<file path="config.mk">
export PLATFORM = sky130hd
export DESIGN_NAME = mem_wb_stage
export DESIGN_NICKNAME = d
export VERILOG_FILES = /design/src/rtl/mem_wb_stage_pkg.sv /design/src/rtl/mem_wb_stage_align.sv /design/src/rtl/mem_wb_stage.sv
export SDC_FILE = /design/constraint.sdc
export NUM_CORES = 1
export LEC_CHECK = 0
export ABC_AREA = 1
export CAP_MARGIN = 40
export CORE_MARGIN = 3
export CORE_UTILIZATION = 30
export DETAILED_ROUTE_END_ITERATION = 8
export HOLD_SLACK_MARGIN = 0.03
export PLACE_DENSITY = 0.54
export SKIP_LAST_GASP = 1
export SLEW_MARGIN = 30
export SYNTH_ARGS = -nofsm -noshare
export SYNTH_HDL_FRONTEND = slang
export SYNTH_SLANG_ARGS = --single-unit
</file>
<file path="constraint.sdc">
create_clock -name clk -period 3.4 [get_ports clk]
set_input_delay 0.68 -clock clk [delete_from_list [all_inputs] [get_ports clk]]
set_output_delay 0.68 -clock clk [all_outputs]
set_load 0.02 [all_outputs]
</file>
<file path="src/rtl/mem_wb_stage_pkg.sv">
// Shared RV32I opcode/funct3 constants and decode helpers for the memory/writeback stage.
package mem_wb_stage_pkg;

  localparam logic [6:0] OPC_LUI       = 7'b0110111;
  localparam logic [6:0] OPC_AUIPC     = 7'b0010111;
  localparam logic [6:0] OPC_JAL       = 7'b1101111;
  localparam logic [6:0] OPC_JALR      = 7'b1100111;
  localparam logic [6:0] OPC_LOAD      = 7'b0000011;
  localparam logic [6:0] OPC_STORE     = 7'b0100011;
  localparam logic [6:0] OPC_ARI_ITYPE = 7'b0010011;
  localparam logic [6:0] OPC_ARI_RTYPE = 7'b0110011;
  localparam logic [6:0] OPC_CSR       = 7'b1110011;

  localparam logic [2:0] FNC_LB  = 3'b000;
  localparam logic [2:0] FNC_LH  = 3'b001;
  localparam logic [2:0] FNC_LW  = 3'b010;
  localparam logic [2:0] FNC_LBU = 3'b100;
  localparam logic [2:0] FNC_LHU = 3'b101;
  localparam logic [2:0] FNC_SB  = 3'b000;
  localparam logic [2:0] FNC_SH  = 3'b001;
  localparam logic [2:0] FNC_SW  = 3'b010;

  localparam logic [2:0] FNC_CSRRW  = 3'b001;
  localparam logic [2:0] FNC_CSRRWI = 3'b101;

  // Opcodes whose result lands in the register file.
  function automatic logic writes_rd(input logic [6:0] opcode);
    case (opcode)
      OPC_ARI_RTYPE, OPC_ARI_ITYPE, OPC_LOAD, OPC_LUI,
      OPC_AUIPC, OPC_JAL, OPC_JALR: writes_rd = 1'b1;
      default:                      writes_rd = 1'b0;
    endcase
  endfunction

endpackage

</file>
<file path="src/rtl/mem_wb_stage_align.sv">
// Combinational byte-lane logic: store mask/data replication and load extraction/extension.
module mem_align
  import mem_wb_stage_pkg::*;
(
  input  logic [1:0]  i_off,
  input  logic [2:0]  i_funct3,
  input  logic [31:0] i_store_data,
  input  logic [31:0] i_load_word,
  output logic [3:0]  o_mask,
  output logic [31:0] o_store_word,
  output logic [31:0] o_load_data
);

  logic [31:0] w_shifted;
  logic [15:0] w_half;

  assign w_shifted = i_load_word >> {i_off, 3'b000};
  // Halfword accesses ignore addr[0]: only the upper/lower half is selectable.
  assign w_half    = i_off[1] ? i_load_word[31:16] : i_load_word[15:0];

  always_comb begin
    o_mask       = 4'b0000;
    o_store_word = i_store_data;
    case (i_funct3)
      FNC_SB: begin
        o_mask       = 4'b0001 << i_off;
        o_store_word = {4{i_store_data[7:0]}};
      end
      FNC_SH: begin
        o_mask       = 4'b0011 << {i_off[1], 1'b0};
        o_store_word = {2{i_store_data[15:0]}};
      end
      FNC_SW:  o_mask = 4'b1111;
      default: o_mask = 4'b0000;
    endcase
  end

  always_comb begin
    o_load_data = i_load_word;
    case (i_funct3)
      FNC_LB:  o_load_data = {{24{w_shifted[7]}}, w_shifted[7:0]};
      FNC_LBU: o_load_data = {24'h0, w_shifted[7:0]};
      FNC_LH:  o_load_data = {{16{w_half[15]}}, w_half};
      FNC_LHU: o_load_data = {16'h0, w_half};
      default: o_load_data = i_load_word;
    endcase
  end

endmodule

</file>
<file path="src/rtl/mem_wb_stage.sv">
// Memory/writeback stage: WB register, D-cache request FSM, writeback mux and tohost CSR.
module mem_wb_stage
  import mem_wb_stage_pkg::*;
#(
  parameter logic [31:0] NOP_INST    = 32'h0000_0013,
  parameter logic [11:0] TOHOST_ADDR = 12'h51E
) (
  input  logic        clk,
  input  logic        reset,
  input  logic        x_valid,
  input  logic [31:0] x_inst,
  input  logic [31:0] x_alu_result,
  input  logic [31:0] x_pc_plus4,
  input  logic [31:0] x_store_data,
  input  logic        x_dmem_re,
  input  logic        x_memrw,
  input  logic [31:0] x_csr_data,
  output logic        dcache_req_valid,
  input  logic        dcache_req_ready,
  output logic [31:0] dcache_addr,
  output logic [3:0]  dcache_we,
  output logic [31:0] dcache_din,
  input  logic        dcache_resp_valid,
  input  logic [31:0] dcache_dout,
  output logic        wb_we,
  output logic [4:0]  wb_rd,
  output logic [31:0] wb_data,
  output logic [31:0] wb_inst,
  output logic        stall,
  output logic [31:0] csr_tohost,
  output logic [0:0]  dbg_fsm_state
);

  localparam logic [0:0] ST_ISSUE = 1'b0;
  localparam logic [0:0] ST_WAIT  = 1'b1;

  logic        r_valid;
  logic [31:0] r_inst;
  logic [31:0] r_alu;
  logic [31:0] r_pc4;
  logic [31:0] r_sdata;
  logic        r_re;
  logic        r_memrw;
  logic [31:0] r_csr_data;
  logic [0:0]  r_state;
  logic [31:0] r_tohost;

  logic [6:0]  w_opcode;
  logic [2:0]  w_funct3;
  logic        w_memop;
  logic        w_is_load;
  logic        w_fire;
  logic        w_done;
  logic        w_stall;
  logic [3:0]  w_mask;
  logic [31:0] w_store_word;
  logic [31:0] w_load_data;

  assign w_opcode  = r_inst[6:0];
  assign w_funct3  = r_inst[14:12];
  assign w_memop   = r_valid & (r_re | r_memrw);
  assign w_is_load = r_re;

  // Request handshake: dcache_req_valid rises only in ISSUE for a memop and, once up,
  // holds with address/mask/data stable until the cycle where dcache_req_ready is also 1.
  // A load then waits in WAIT for dcache_resp_valid; responses seen in ISSUE are ignored.
  assign dcache_req_valid = w_memop & (r_state == ST_ISSUE);
  assign w_fire           = dcache_req_valid & dcache_req_ready;
  assign w_done           = (r_state == ST_ISSUE) ? (w_fire & ~w_is_load)
                                                  : dcache_resp_valid;
  assign w_stall          = w_memop & ~w_done;

  mem_align u_align (
    .i_off        (r_alu[1:0]),
    .i_funct3     (w_funct3),
    .i_store_data (r_sdata),
    .i_load_word  (dcache_dout),
    .o_mask       (w_mask),
    .o_store_word (w_store_word),
    .o_load_data  (w_load_data)
  );

  always_ff @(posedge clk) begin
    if (!reset) begin
      r_valid    <= 1'b0;
      r_inst     <= NOP_INST;
      r_alu      <= 32'h0;
      r_pc4      <= 32'h0;
      r_sdata    <= 32'h0;
      r_re       <= 1'b0;
      r_memrw    <= 1'b0;
      r_csr_data <= 32'h0;
    end else if (!w_stall) begin
      r_valid    <= x_valid;
      r_inst     <= x_valid ? x_inst : NOP_INST;
      r_alu      <= x_alu_result;
      r_pc4      <= x_pc_plus4;
      r_sdata    <= x_store_data;
      r_re       <= x_valid & x_dmem_re;
      r_memrw    <= x_valid & x_memrw;
      r_csr_data <= x_csr_data;
    end
  end

  always_ff @(posedge clk) begin
    if (!reset) begin
      r_state <= ST_ISSUE;
    end else if (r_state == ST_ISSUE) begin
      if (w_fire && w_is_load) r_state <= ST_WAIT;
    end else if (dcache_resp_valid) begin
      r_state <= ST_ISSUE;
    end
  end

  always_ff @(posedge clk) begin
    if (!reset) begin
      r_tohost <= 32'h0;
    end else if (r_valid && (w_opcode == OPC_CSR) && (r_inst[31:20] == TOHOST_ADDR) &&
                 ((w_funct3 == FNC_CSRRW) || (w_funct3 == FNC_CSRRWI))) begin
      r_tohost <= r_csr_data;
    end
  end

  assign dcache_addr = {r_alu[31:2], 2'b00};
  assign dcache_we   = r_memrw ? w_mask : 4'b0000;
  assign dcache_din  = w_store_word;

  always_comb begin
    wb_data = r_alu;
    if (w_opcode == OPC_LOAD)                               wb_data = w_load_data;
    else if ((w_opcode == OPC_JAL) || (w_opcode == OPC_JALR)) wb_data = r_pc4;
    else if (w_opcode == OPC_CSR)                           wb_data = 32'h0;
  end

  assign wb_rd         = r_inst[11:7];
  assign wb_inst       = r_inst;
  assign wb_we         = r_valid & (wb_rd != 5'd0) & writes_rd(w_opcode) & ~w_stall;
  assign stall         = w_stall;
  assign csr_tohost    = r_tohost;
  assign dbg_fsm_state = r_state;

endmodule

</file>
==> results of run 1 <==
==> final timing paths <==
kind                                       from             to  cells past startpoint
worst max-delay path            dcache_dout[15]     wb_data[8]                     11
worst min-delay path              r_csr_data[8]  csr_tohost[8]                      2
worst max register to register          r_memrw    wb_inst[15]                      5
worst min register to register    r_csr_data[8]  csr_tohost[8]                      2
==> sequential cells by signal (all words and copies together), names as in the netlist <==
register / count
r_sdata: 32
r_pc4: 32
r_valid: 1
wb_inst: 32
r_csr_data: 32
r_memrw: 1
r_re: 1
r_alu: 32
csr_tohost: 32
dbg_fsm_state: 1
==> repair_timing <==
item	4_1_cts	5_1_grt
setup endpoints to repair	29	51
gates cloned	0	0
setup buffers	2	2
gates resized for setup	1	36
==> area by class of cell <==
class | instances | area share [%]
Antenna cell | 3 | 0.04945
Multi-Input combinational cell | 1160 | 33.77
Clock buffer | 17 | 2.802
Timing Repair Buffer | 411 | 27.34
Tap cell | 455 | 3.750
Clock inverter | 14 | 1.261
Inverter | 207 | 5.159
Sequential cell | 196 | 25.86
==> cell families (layout without fill, tap and decap cells) <==
| kind of cell | Yosys count | after routing | share of synthesized area (%) |
|---|---|---|---|
| AOI/OAI and AO/OA | 129 | 129 | 6.412 |
| buffers and inverters | 366 | 649 | 15.31 |
| DFF | 196 | 196 | 36.83 |
| other | 1 | 5 | 0.03520 |
| and+or+nand+nor | 1029 | 1029 | 41.41 |
==> placed cells by master, fill, tap and decap left out, types with 4 or more instances in the layout <==
cell type	instances
nand2_1	413
nor2_1	357
clkdlybuf4s50_1	338
inv_1	203
dfxtp_1	194
nand3_1	166
nand3b_1	78
o21ai_0	54
a21oi_1	51
buf_4	36
dlymetal6s2s_1	30
clkbuf_16	17
o22ai_1	13
inv_6	6
buf_12	5
nand4_1	4
o31ai_1	4
==> through the flow <==
stage | worst slack, ns | std cells | instance area, sq um | power (uW)
6_report | 0.05440 | 2463 | 15180 | 5983
5_1_grt | -0.1119 | 2463 | 15180 | 6283
4_1_cts | 0.04293 | 2458 | 15060 | 6077
3_5_place_dp | -0.04199 | 2425 | 14430 | 3865
3_3_place_gp | -0.03234 | 2424 | 14410 | 3858
2_1_floorplan | 1.014 | 1722 | 10660 | 3224
==> layer usage <==
metal / track usage, % / vias to the layer above / share of wire, % / routed length [um]
met4: 6.941 / 14 / 2.3 / 975
li1: - / 5791 / - / -
met3: 6.310 / 55 / 8.1 / 3415
met2: 35.39 / 382 / 46 / 19540
met5: 0 / - / 0.20 / 85
met1: 27.46 / 5303 / 43 / 18130
==> where the power goes <==
group	switching (uW)	internal, uW	total (uW)
sequential	71.9	2420	2490
combinational	695	625	1320
clock	996	1180	2170
total	1760	4220	5980
==> worst max-delay path, stage by stage <==
cell and delay (ns):
clkdlybuf4s50_1 0.46, inv_1 0.05, o21ai_1 0.21, nand2_1 0.08
nand2_1 0.09, nand2_1 0.07, buf_4 0.22, nand2_1 0.08
nand2_1 0.05, nand2_1 0.07, clkdlybuf4s50_1 0.60
==> flow_summary.yaml, run 1 <==
outcome:
  status: "complete, no violations"
clock_network:
  cts.sink_count: 196
  h-tree-depth: 4
  path_clk_slew_ns: 0.08
  clkLatencyLatePin_ns: 0.45
  root_buffer: "clkbuf_16"
  cts_hold_buf: 0
  cts_buffer_depth: 2
  cts_inserted_buffers: 17
  tritoncts: "yes"
critical_path:
  reg2reg_setup_slack_ns: 1.31
  arrival_ns: 2.67
  startpoint_type: "input pin"
  path_max_fanout: 23
  crit_required_ns: 2.72
  crit_type: "input pin to output pin"
  cp-end-kind: "output pin"
synthesis:
  synthArstFlopShare_pct: 0
  synth_warnings: 0
  synth_edf_count: 0
  synth_area_sq_um: 10650
  ys_top_cells_by_area: "dfxtp_1, nand2_1, nor2_1"
  ys_seq_elements: 196
  syn_inst: 1721
  synth_top_area_share_pct: 36.83
  postSynthAreaPerCell_sq_um: 6.191
  ys.flop_type: "dfxtp_1"
  synth_most_common_cell: "nand2_1"
  synth_top_area_cell: "dfxtp_1"
  yosys-top-cells-count: "nand2_1, nor2_1, inv_1"
  ys_types: 27
  yosysSeqAreaShare_pct: 36.83
cells_and_area:
  area_delta_synth_final_pct: 42.50
  post-route-util_pct: 43.63
  drive_gt1_share_pct: 4.439
  fin_nets: 2192
  n_fill_cell: 3702
  multiInputGateArea_sq_um: 5127
  seqCellArea_sq_um: 3926
route:
  wirelength_um: 42150
  ant_nets: 0
  drtIter0Drc: 807
  avgRoutedWirePerCell_um: 17.11
  routed_via_density: 4.687
  drt_pass1_iterations: 5
  drc: 0
  dr_total_vias: 11545
flow_run:
  cap_violations: 0
sta:
  tns_ns: 0
  skew_ns: 0.009543
  slew_viol_final: 0
  worst_slew_pin_slew_ns: 1.028
  holdWs_ns: 0.4737
  fin_crit_sh_pct: 98.40
  slew_headroom_pct: 31.47
  max_freq_ghz: 0.2989
  setup_viol: 0
  post-route-min-period_ns: 3.346
  rsz0062_at_grt: "true"
  hold_viol: 0
placement:
  port_buffers: 369
  routabilityCongestion: 0.9372
  hpwl_um: 29830
die:
  die_h_um: 194.5
  ioPinCount: 372
  core-area_sq_um: 34800
  rows: 68
  die_w_um: 194.5
  initial_core_util_pct: 30.62
  dieArea_sq_um: 37810
power:
  peakVddDrop_v: 0.0003520
  p_per_area_nw_per_um2: 394.1
  power.leakage_uw: 0.007443
min_path:
  hold_class: "flip-flop to flip-flop"
global_routing:
  grt_pass1_wl_um: 64540
  antenna_found_initial: 10
  gr-total-overflow: 0
  grt_max_degree: 163
  track_usage_pct: 21.62
  grt_pass1_vias: 11064
(Power assumes the default switching activity.)
==> run 2, diff against run 1 <==
- CORE_MARGIN: 3 -> 2
- CORE_UTILIZATION: 30 -> 48
- PLACE_DENSITY: 0.54 -> 0.81
- SETUP_SLACK_MARGIN: unset -> 0.05
==> flow_summary.yaml, run 2 (same netlist as run 1, synthesis figures left out) <==
route:
  drc: 0
  dr_total_vias: 11950
  routed_via_density: 5.248
  ant_nets: 0
  wirelength_um: 38180
  drtIter0Drc: 933
  drt_pass1_iterations: 6
  avgRoutedWirePerCell_um: 16.77
placement:
  hpwl_um: 26540
  port_buffers: 369
  routabilityCongestion: 1.027
  postPlaceCellArea_sq_um: 14150
die:
  die_w_um: 153.0
  die_h_um: 153.0
  initial_core_util_pct: 48.82
  dieArea_sq_um: 23400
  core-area_sq_um: 21820
  rows: 54
  ioPinCount: 372
power:
  seq_power_share_pct: 42.0
  clkPwrFrac_pct: 36.1
  power.leakage_uw: 0.007360
  sw_frac_of_total_pct: 30.81
  p_per_area_nw_per_um2: 398.6
  p_sw_uw: 1830
  power_uw: 5940
  combPwrFrac_pct: 21.9
  intPower_uw: 4110
  peakVddDrop_v: 0.0003395
critical_path:
  arrival_ns: 2.66
  ff2ff_path_depth: 9
  rr_endpoint: "csr_tohost[26]"
  cpPeakStageDelay_ns: 0.61
  crit_required_ns: 2.72
  reg2reg_setup_slack_ns: 1.27
  worstPathCellList: "clkdlybuf4s50_1, inv_1, o21ai_0, o21ai_0, nand2_1, nand2_1, inv_1, clkdlybuf4s50_1"
  timing.rr.start: "wb_inst[13]"
  crit_path_start: "dcache_dout[9]"
  cp_slowest_cell: "clkdlybuf4s50_1"
  crit_type: "input pin to output pin"
  cp-end-kind: "output pin"
  startpoint_type: "input pin"
  cp_top_family: "buffers and inverters"
  path_buf_inv: 4
  path_max_fanout: 2
min_path:
  hold-path-endpoint: "csr_tohost[9]"
  hp-start: "r_csr_data[9]"
  hold_class: "flip-flop to flip-flop"
  holdPathStages: 2
clock_network:
  cts_buffer_depth: 2
  postCtsSetupRepairBufs: 0
  h-tree-depth: 4
  clkLatencyLatePin_ns: 0.45
  cts_hold_buf: 0
  cts_inserted_buffers: 17
  tritoncts: "yes"
  cts.sink_count: 196
  root_buffer: "clkbuf_16"
  path_clk_slew_ns: 0.09
sta:
  tns_ns: 0
  slew_headroom_pct: 48.79
  setup_viol: 0
  skew_ns: 0.02009
  post-route-min-period_ns: 3.344
  worst_slew_pin_slew_ns: 0.7681
  slew_viol_final: 0
  fin_crit_sh_pct: 98.36
  hold_viol: 0
  rsz0062_at_grt: "false"
  holdWs_ns: 0.4786
  max_freq_ghz: 0.2990
cells_and_area:
  fin_nets: 2178
  post-route-util_pct: 68.28
  final_common_cell: "nand2_1"
  fin_area_sq_um: 14900
  area_delta_synth_final_pct: 39.86
  drive_gt1_share_pct: 3.865
  final_cell_mix: "nand2_1, nor2_1, clkdlybuf4s50_1"
global_routing:
  gr-total-overflow: 0
  grt_pass1_wl_um: 59830
  track_usage_pct: 31.47
  antenna_found_initial: 6
  grt_max_degree: 164
  grt_pass1_vias: 11353
outcome:
  status: "complete, no violations"
flow_run:
  cap_violations: 0
==> run 2: cell types whose count changed in the layout (fill, tap and decap cells not counted), moves of 2 or more <==
cell	change
buf_12	+2
buf_4	-17
bufinv_16	-2
clkdlybuf4s50_1	+2
clkinv_8	+5
clkinvlp_4	-2
diode_2	+2
dlymetal6s2s_1	-3
inv_6	-3
inv_8	+2
==> run 2: final cells by class <==
cell class	instances	area, sq um
fill	1910	6923
multi-input combinational	1160	5130
timing repair buffer	397	4066
sequential	196	3928
inverter	207	779.5
clock buffer	17	425.4
tap	280	350.3
clock inverter	15	209.0
antenna	5	12.51
==> run 2: worst max-delay path by stage <==
| stage | end | cells after the start |
|---|---|---|
| 2_1_floorplan | dcache_din[18] | 8 |
| 3_3_place_gp | wb_data[15] | 11 |
| 3_5_place_dp | wb_data[13] | 11 |
| 4_1_cts | wb_data[13] | 11 |
| 5_1_grt | wb_data[7] | 10 |
| 6_report | wb_data[1] | 8 |
==> run 2: power groups by stage <==
stage          registers [uW]  logic (uW)  clock network [uW]
2_1_floorplan            2540         685                   0
3_3_place_gp             2540        1280                   0
3_5_place_dp             2540        1290                   0
4_1_cts                  2490        1300                2180
5_1_grt                  2510        1400                2260
6_report                 2490        1300                2150
==> run 2: repair_timing <==
action                                  4_1_cts  5_1_grt
endpoints found under the setup margin       26       42
resized for setup                             5       32
endpoints found under the hold margin         0        0
==> run 2: worst min-delay path, stage by stage (launching register included) <==
cell and delay (ns):
dfxtp_1 0.31, nor2_1 0.09, nor2_1 0.05
==> run 2: routing by layer <==
layer | vias to the layer above | wire length [um] | track usage (%)
li1 | 5767 | - | -
met1 | 5455 | 15100 | 38.03
met2 | 614 | 17800 | 52.02
met3 | 112 | 3315 | 7.202
met4 | 2 | 1943 | 17.15
met5 | - | 12 | 0
==> run 2: stage by stage <==
step / worst slack, ns / std cells
floorplan: 1.014 / 1722
finish: 0.05579 / 2277
global placement: 0.01493 / 2238
detailed placement: -0.01415 / 2239
global route: 0.06263 / 2277
CTS: 0.06138 / 2271
